`src/rtl/fetch_stage.sv`:
```
// IF stage: owns PCF, fetches over a single-outstanding req/gnt/rvalid port and fills the IF/ID register.
// Optional FETCH_PERF_EN adds FetchCnt/DiscardCnt performance counters.
`timescale 1ns/1ps
module fetch_stage #(
  parameter int unsigned      XLEN      = 32,
  parameter logic [XLEN-1:0]  RESET_PC  = '0,
  parameter logic [31:0]      NOP_INSTR = 32'h0000_0013
) (
  input  logic            clk,
  input  logic            rst_n,
  input  logic            StallF,
  input  logic            StallD,
  input  logic            FlushD,
  input  logic            PCSrcE,
  input  logic [XLEN-1:0] PCTargetE,
  output logic            imem_req,
  output logic [XLEN-1:0] imem_addr,
  input  logic            imem_gnt,
  input  logic            imem_rvalid,
  input  logic [31:0]     imem_rdata,
  output logic [31:0]     InstrD,
  output logic [XLEN-1:0] PCD,
  output logic [XLEN-1:0] PCPlus4D,
  output logic            ValidD,
  output logic            FetchBusyF
`ifdef FETCH_PERF_EN
  ,
  output logic [31:0]     FetchCnt,
  output logic [31:0]     DiscardCnt
`endif
);

  typedef enum logic [1:0] {REQ, WAIT, HOLD, DISCARD} state_t;

  localparam logic [XLEN-1:0] FOUR = XLEN'(4);

  state_t          state;
  logic [XLEN-1:0] pcF;
  logic [XLEN-1:0] reqPC;
  logic [XLEN-1:0] reqPlus4;
  logic [31:0]     holdInstr;
  logic [31:0]     loadInstr;
  logic            loadNew;
  logic            dropResp;

  always_comb begin
    imem_req   = (state == REQ) && !StallF && !PCSrcE;
    imem_addr  = pcF;
    FetchBusyF = (state != REQ);
    reqPlus4   = reqPC + FOUR;
    // A redirect in the same cycle always wins over delivering a fetched instruction.
    loadNew    = !PCSrcE && !StallD &&
                 (((state == WAIT) && imem_rvalid) || (state == HOLD));
    loadInstr  = (state == HOLD) ? holdInstr : imem_rdata;
    dropResp   = ((state == WAIT) && imem_rvalid && PCSrcE) ||
                 ((state == HOLD) && PCSrcE) ||
                 ((state == DISCARD) && imem_rvalid);
  end

  always_ff @(posedge clk or negedge rst_n) begin
    if (!rst_n) begin
      state     <= REQ;
      pcF       <= RESET_PC;
      reqPC     <= '0;
      holdInstr <= '0;
    end else begin
      case (state)
        REQ: begin
          if (imem_req && imem_gnt) begin
            reqPC <= pcF;
            state <= WAIT;
          end
        end
        WAIT: begin
          if (imem_rvalid) begin
            if (PCSrcE) begin
              state <= REQ;
            end else if (!StallD) begin
              pcF   <= reqPlus4;
              state <= REQ;
            end else begin
              holdInstr <= imem_rdata;
              pcF       <= reqPlus4;
              state     <= HOLD;
            end
          end else if (PCSrcE) begin
            state <= DISCARD;
          end
        end
        HOLD: begin
          if (PCSrcE || !StallD) state <= REQ;
        end
        DISCARD: begin
          if (imem_rvalid) state <= REQ;
        end
        default: state <= REQ;
      endcase
      // Placed last so the redirect target overrides any sequential PC update above.
      if (PCSrcE) pcF <= PCTargetE;
    end
  end

  always_ff @(posedge clk or negedge rst_n) begin
    if (!rst_n) begin
      InstrD   <= NOP_INSTR;
      PCD      <= '0;
      PCPlus4D <= '0;
      ValidD   <= 1'b0;
    end else if (FlushD) begin
      InstrD <= NOP_INSTR;
      ValidD <= 1'b0;
    end else if (StallD) begin
      InstrD   <= InstrD;
      PCD      <= PCD;
      PCPlus4D <= PCPlus4D;
      ValidD   <= ValidD;
    end else if (loadNew) begin
      InstrD   <= loadInstr;
      PCD      <= reqPC;
      PCPlus4D <= reqPlus4;
      ValidD   <= 1'b1;
    end else begin
      InstrD <= NOP_INSTR;
      ValidD <= 1'b0;
    end
  end

`ifdef FETCH_PERF_EN
  always_ff @(posedge clk or negedge rst_n) begin
    if (!rst_n) begin
      FetchCnt   <= '0;
      DiscardCnt <= '0;
    end else begin
      if (loadNew && !FlushD) FetchCnt <= FetchCnt + 32'd1;
      if (dropResp) DiscardCnt <= DiscardCnt + 32'd1;
    end
  end
`else
  logic unusedDrop;
  assign unusedDrop = dropResp;
`endif

endmodule

```
`config.mk`:
```
export PLATFORM = sky130hd
export DESIGN_NAME = fetch_stage
export DESIGN_NICKNAME = d
export VERILOG_FILES = /design/src/rtl/fetch_stage.sv
export SDC_FILE = /design/constraint.sdc
export NUM_CORES = 1
export LEC_CHECK = 0
export CORE_AREA = 3 3 110 165
export DETAILED_ROUTE_END_ITERATION = 8
export DIE_AREA = 0 0 113 168
export GPL_ROUTABILITY_DRIVEN = 0
export GPL_TIMING_DRIVEN = 0
export PLACE_DENSITY = 0.9
export SYNTH_ARGS = -nofsm -noshare
export SYNTH_HDL_FRONTEND = slang
export SYNTH_SLANG_ARGS = --single-unit
```
`constraint.sdc`:
```
create_clock -name clk -period 2 [get_ports clk]
set_input_delay 0.4 -clock clk [delete_from_list [all_inputs] [get_ports clk]]
set_output_delay 0.4 -clock clk [all_outputs]
set_load 0.02 [all_outputs]
```
; ---- Word-level counts from Yosys, hierarchy flattened
; Index checks and enable logic that the tools add are counted.
[classes]
addsub = 1
mul = 0
n_div = 0
n_lt_le_gt_ge = 0
eq_ne = 8
shifts = 0
muxes = 18
bitwise_logic = 3
n_reduce_logical = 20
[op_table]
columns = operator, count
row1 = 32-bit 2-to-1 mux, 7
row2 = 32-bit by 3-bit adder with 32-bit output (second input constant), 1
row3 = 2-bit 2-to-1 mux, 7
row4 = 2-bit one-hot mux with 4 select lines, 1
row5 = 4-bit AND reduction, 2
row6 = 1-bit logical AND, 6
row7 = 2-bit by 1-bit inequality test with 1-bit output (second input constant), 3
row8 = 2-bit nonzero test, 3
row9 = 2-bit equality test (second input constant), 2
row10 = 2-bit AND reduction, 2
row11 = 1-bit logical NOT, 3
row12 = 1-bit 2-to-1 mux, 3
row13 = 3-bit inequality test (second input constant), 1
row14 = 1-bit inverter, 3
row15 = 3-bit AND reduction, 1
row16 = 2-bit by 1-bit equality test with 1-bit output (second input constant), 1
row17 = 2-bit logical NOT, 1
row18 = 1-bit logical OR, 2
row19 = 2-bit inequality test (second input constant), 1
[word_totals]
register_bits = 195
latch_bits = 0
mem_bits_rw = 0
rom_bits = 0
input_bits = 72
out_inout_bits = 131
word_cells = 58
mem_count = 0

; ---- Longest topological paths before layout
[depth]
depth_word = 7
mapped_depth = 8

; ---- Worst setup path before layout
; OpenSTA, ideal clock, no wires.
[synth_timing]
kind = flip-flop to flip-flop
start = register state[0]
end = register reqPC[12]
setup_ns = 0.125
arrival_ns = 1.986
required_time_ns = 1.875
setup_slack_ns = -0.111
path_stages_with_launch = 6
path_buffers = 1
cell_sequence = dfrtp_1 > or2_2 > nor3_1 > nand2_2 > buf_6 > mux2_2
[synth_via]
elab_chain_cells = 5
[synth_lines]
columns = element, line_no
row1 = from (decl), 37  ; state_t state;
row2 = from (signal assigned), 62  ; state <= REQ;
row3 = from (signal assigned), 71  ; state <= WAIT;
row4 = from (signal assigned), 77  ; state <= REQ;
row5 = 2-bit logical NOT, 47  ; imem_req = (state == REQ) && !StallF && !PCSrcE;
row6 = 1-bit logical AND (2 in series), 47
row7 = named net imem_req, 16  ; output logic imem_req,
row8 = 1-bit logical AND, 69  ; if (imem_req && imem_gnt) begin
row9 = 2-bit AND reduction (no line), --
row10 = to (signal assigned), 70  ; reqPC <= pcF;
row11 = to (decl), 39  ; logic [XLEN-1:0] reqPC;
; The timed path passes the listed nets, and every way through them passes these cells.
; A chain may end at the register's enable or synchronous reset.

; ---- Worst setup path after layout
[layout_timing]
start = register state[0]
end = output imem_req
[layout_via]
elab_chain_cells = 3
[layout_lines]
columns = element, line_no
row1 = 2-bit logical NOT, 47
row2 = 1-bit logical AND (2 in series), 47
row3 = to (decl), 16
; Every way passes these cells.

==> metrics.yaml <==
clock_network:
  cts.clk_slew.worst_paths_ns: 0.07
  cts_tree: "done"
  cts_max_path_buffers: 2
  cts_buffers: 17
  htreeDepth: 4
  cts.sinks: 193
  clock_tree.root_cell: "clkbuf_16"
  clk_latency_ns: 0.44
grt:
  grt_max_degree: 120
  antenna_found_initial: 2
  grt_pass1_wl_um: 37700
  overflow: 0
  grt_usage: 0.252
  grt_pass1_vias: 7109
timing:
  rsz0062_at_grt: "yes"
  drv_slew: 0
  worst_slack_ns: 0.0434
  slew_headroom: 0.531
  final-hold-violation-count: 0
  setup_viol: 0
  min_period_over_period: 0.978
  tightest_slew_ns: 0.704
  fmax_mhz: 511
  fin_crit_ns: 1.96
  fin_skew_ns: 0.0150
layout:
  fillers: 1244
  post-route-util: 0.674
  layout-drive-gt1-share: 0.154
  fin_nets: 1066
  synthToLayoutAreaGrowth_pct: 35.8
power:
  ir_worst_vdd_v: 0.000623
  power_density_nw_per_um2: 1120
  power_leakage_uw: 0.00502
floorplan:
  fp.coreArea_um2: 16800
  die_y_um: 168
  die_width_um: 113
  num_rows: 58
  start_util: 0.496
  die-area_um2: 19000
  pin_count: 203
yosys:
  post-synth-top-count-cell: "nand2_1"
  synth_ff_type: "dfrtp_1"
  ys_async_sr_fraction: 1.00
  ys_ff_latch: 193
  synth.largest_area_cell: "dfrtp_1"
  synthesis.area_um2: 8350
  synth_cell_types: 46
  yosys-top-cells-area: "dfrtp_1 (57%), nand2_1 (8.9%), mux2_2 (8.6%)"
  ys_seq_area_frac: 0.579
  synth_top_cell_area_share: 0.569
  synth_edf_count: 0
  synth_area_per_cell_um2: 10.9
  syn_nets: 841
  synth_cells: 768
  synth_common_cells: "nand2_1 (198), dfrtp_1 (190), o21ai_0 (72)"
  yosysWarnings: 0
route:
  vias: 6804
  routed_via_density: 5.59
  drc: 0
  wirelength_um: 23900
  drt_iter0_markers: 527
  drt_pass1_iterations: 5
  routedWlPerCell_um: 19.7
  ant_nets: 0
setup_path:
  crit_fanout: 6
  critPathKind: "reg -> out"
  worstPathArrival_ns: 1.56
  r2r_start: "reqPC[4]$_DFFE_PN0P_"
  endpoint_kind: "output port"
  r2r_cells: 7
  startpoint: "state[0]$_DFFE_PN0P_"
  cp-endpoint: "imem_req"
  critPathRequiredTime_ns: 1.60
  reg2reg_slack_ns: 0.06
  worstReg2RegEnd: "imem_addr[27]$_DFFE_PN0P_"
  cp-start-kind: "flip-flop"
worst_hold_path:
  min_path_cells: 2
  hp-class: "reg -> reg"
placement:
  hpwl_um: 17000
  port-buffer-count: 201
  place_ws_ns: -0.654
outcome:
  status: "finished clean"
run:
  drv_cap: 0
==> what timing repair did <==
item	CTS	global route
hold buffers	1	0
hold endpoints to repair	74	0
gates resized for setup	14	19
setup buffers	0	3
pin swaps	0	2
endpoints found under the setup margin	106	73
==> final cells by class <==
class	instances	area [µm²]	area share
well taps	210	263	0.0232
multi-input cells	524	3300	0.291
inverters	4	15.0	0.00132
diodes	2	5.00	0.000441
flip-flops and latches	193	4840	0.426
plain buffers	47	254	0.0224
repair buffers	206	2080	0.183
clock buffers	19	453	0.0399
clock inverters	13	138	0.0121
==> worst max-delay path: stages, from the launching register on <==
cell	delay [ns]
dfrtp_1	0.44
or2_2	0.34
nor3_2	0.17
buf_4	0.18
==> how the worst min path moves through the flow <==
stage                                   from  slack, ns                  endpoint
detailed placement                     rst_n       0.41  PCPlus4D[23]$_DFFE_PN0P_
floorplan                              rst_n       0.10    InstrD[10]$_DFFE_PN0P_
finish                   PCD[30]$_DFFE_PN0P_       0.48       PCD[30]$_DFFE_PN0P_
global placement    PCPlus4D[16]$_DFFE_PN0P_       0.46  PCPlus4D[16]$_DFFE_PN0P_
CTS                      PCD[23]$_DFFE_PN0P_       0.48       PCD[23]$_DFFE_PN0P_
global route          InstrD[20]$_DFFE_PN0P_       0.51    InstrD[20]$_DFFE_PN0P_
==> routing by layer <==
metal,up-vias,track usage,part of all wire
li1,3076,-,-
met1,3381,0.299,0.39
met2,278,0.431,0.52
met3,69,0.0460,0.051
met4,0,0.134,0.044
met5,-,0,0
==> state kept, by name, summed over array words and instances, names as in the netlist <==
| name | cells |
|---|---|
| reqPC | 32 |
| state | 2 |
| ValidD | 1 |
| PCPlus4D | 30 |
| imem_addr | 32 |
| PCD | 32 |
| InstrD | 32 |
| holdInstr | 32 |
==> power by group <==
part | internal, µW | total (µW) | leakage [µW] | switching (µW)
registers | 4850 | 5620 | 0.00247 | 770
clock network | 1740 | 3410 | 0.000288 | 1670
logic | 1800 | 3660 | 0.00226 | 1850
==> cell usage in the layout (no fill, tap or decap), types with 8 or more instances in the layout <==
master | synthesis | final
a21oi_1 | 16 | 16
and3_1 | 10 | 10
buf_2 | 12 | 10
buf_4 | 3 | 9
clkbuf_1 | 26 | 19
clkbuf_16 | 0 | 17
clkdlybuf4s50_1 | 0 | 195
dfrtp_1 | 190 | 187
mux2_2 | 64 | 64
mux2i_1 | 35 | 35
nand2_1 | 198 | 198
nand3_1 | 9 | 9
nor2_1 | 12 | 12
o21ai_0 | 72 | 72
o21ai_1 | 9 | 9
o221ai_1 | 9 | 9
xnor2_1 | 8 | 8
xor2_1 | 16 | 14
==> through the flow <==
stage          power, µW  cells  setup TNS [ns]  hold WS, ns  cell area [µm²]
2_1_floorplan       7390    768               0        0.104             8360
3_3_place_gp        9150   1179        -1462.24        0.461            10600
3_5_place_dp        9290   1180          -67.98        0.408            10700
4_1_cts            12700   1213               0        0.481            11300
5_1_grt            13200   1218         -0.0230        0.506            11300
6_report           12700   1218               0        0.479            11300
==> cells by family (layout without fill, tap and decap cells) <==
kind of cell / after synthesis / count (layout) / share of synthesized area
fa+ha+maj: 1 / 1 / 0.00150
simple gates: 274 / 274 / 0.150
flops: 193 / 193 / 0.579
xor+xnor: 24 / 24 / 0.0252
buf+inv: 51 / 289 / 0.0297
compound gates: 126 / 126 / 0.0869
other cells: 0 / 2 / 0
mux: 99 / 99 / 0.128
(Power assumes the default switching activity.)
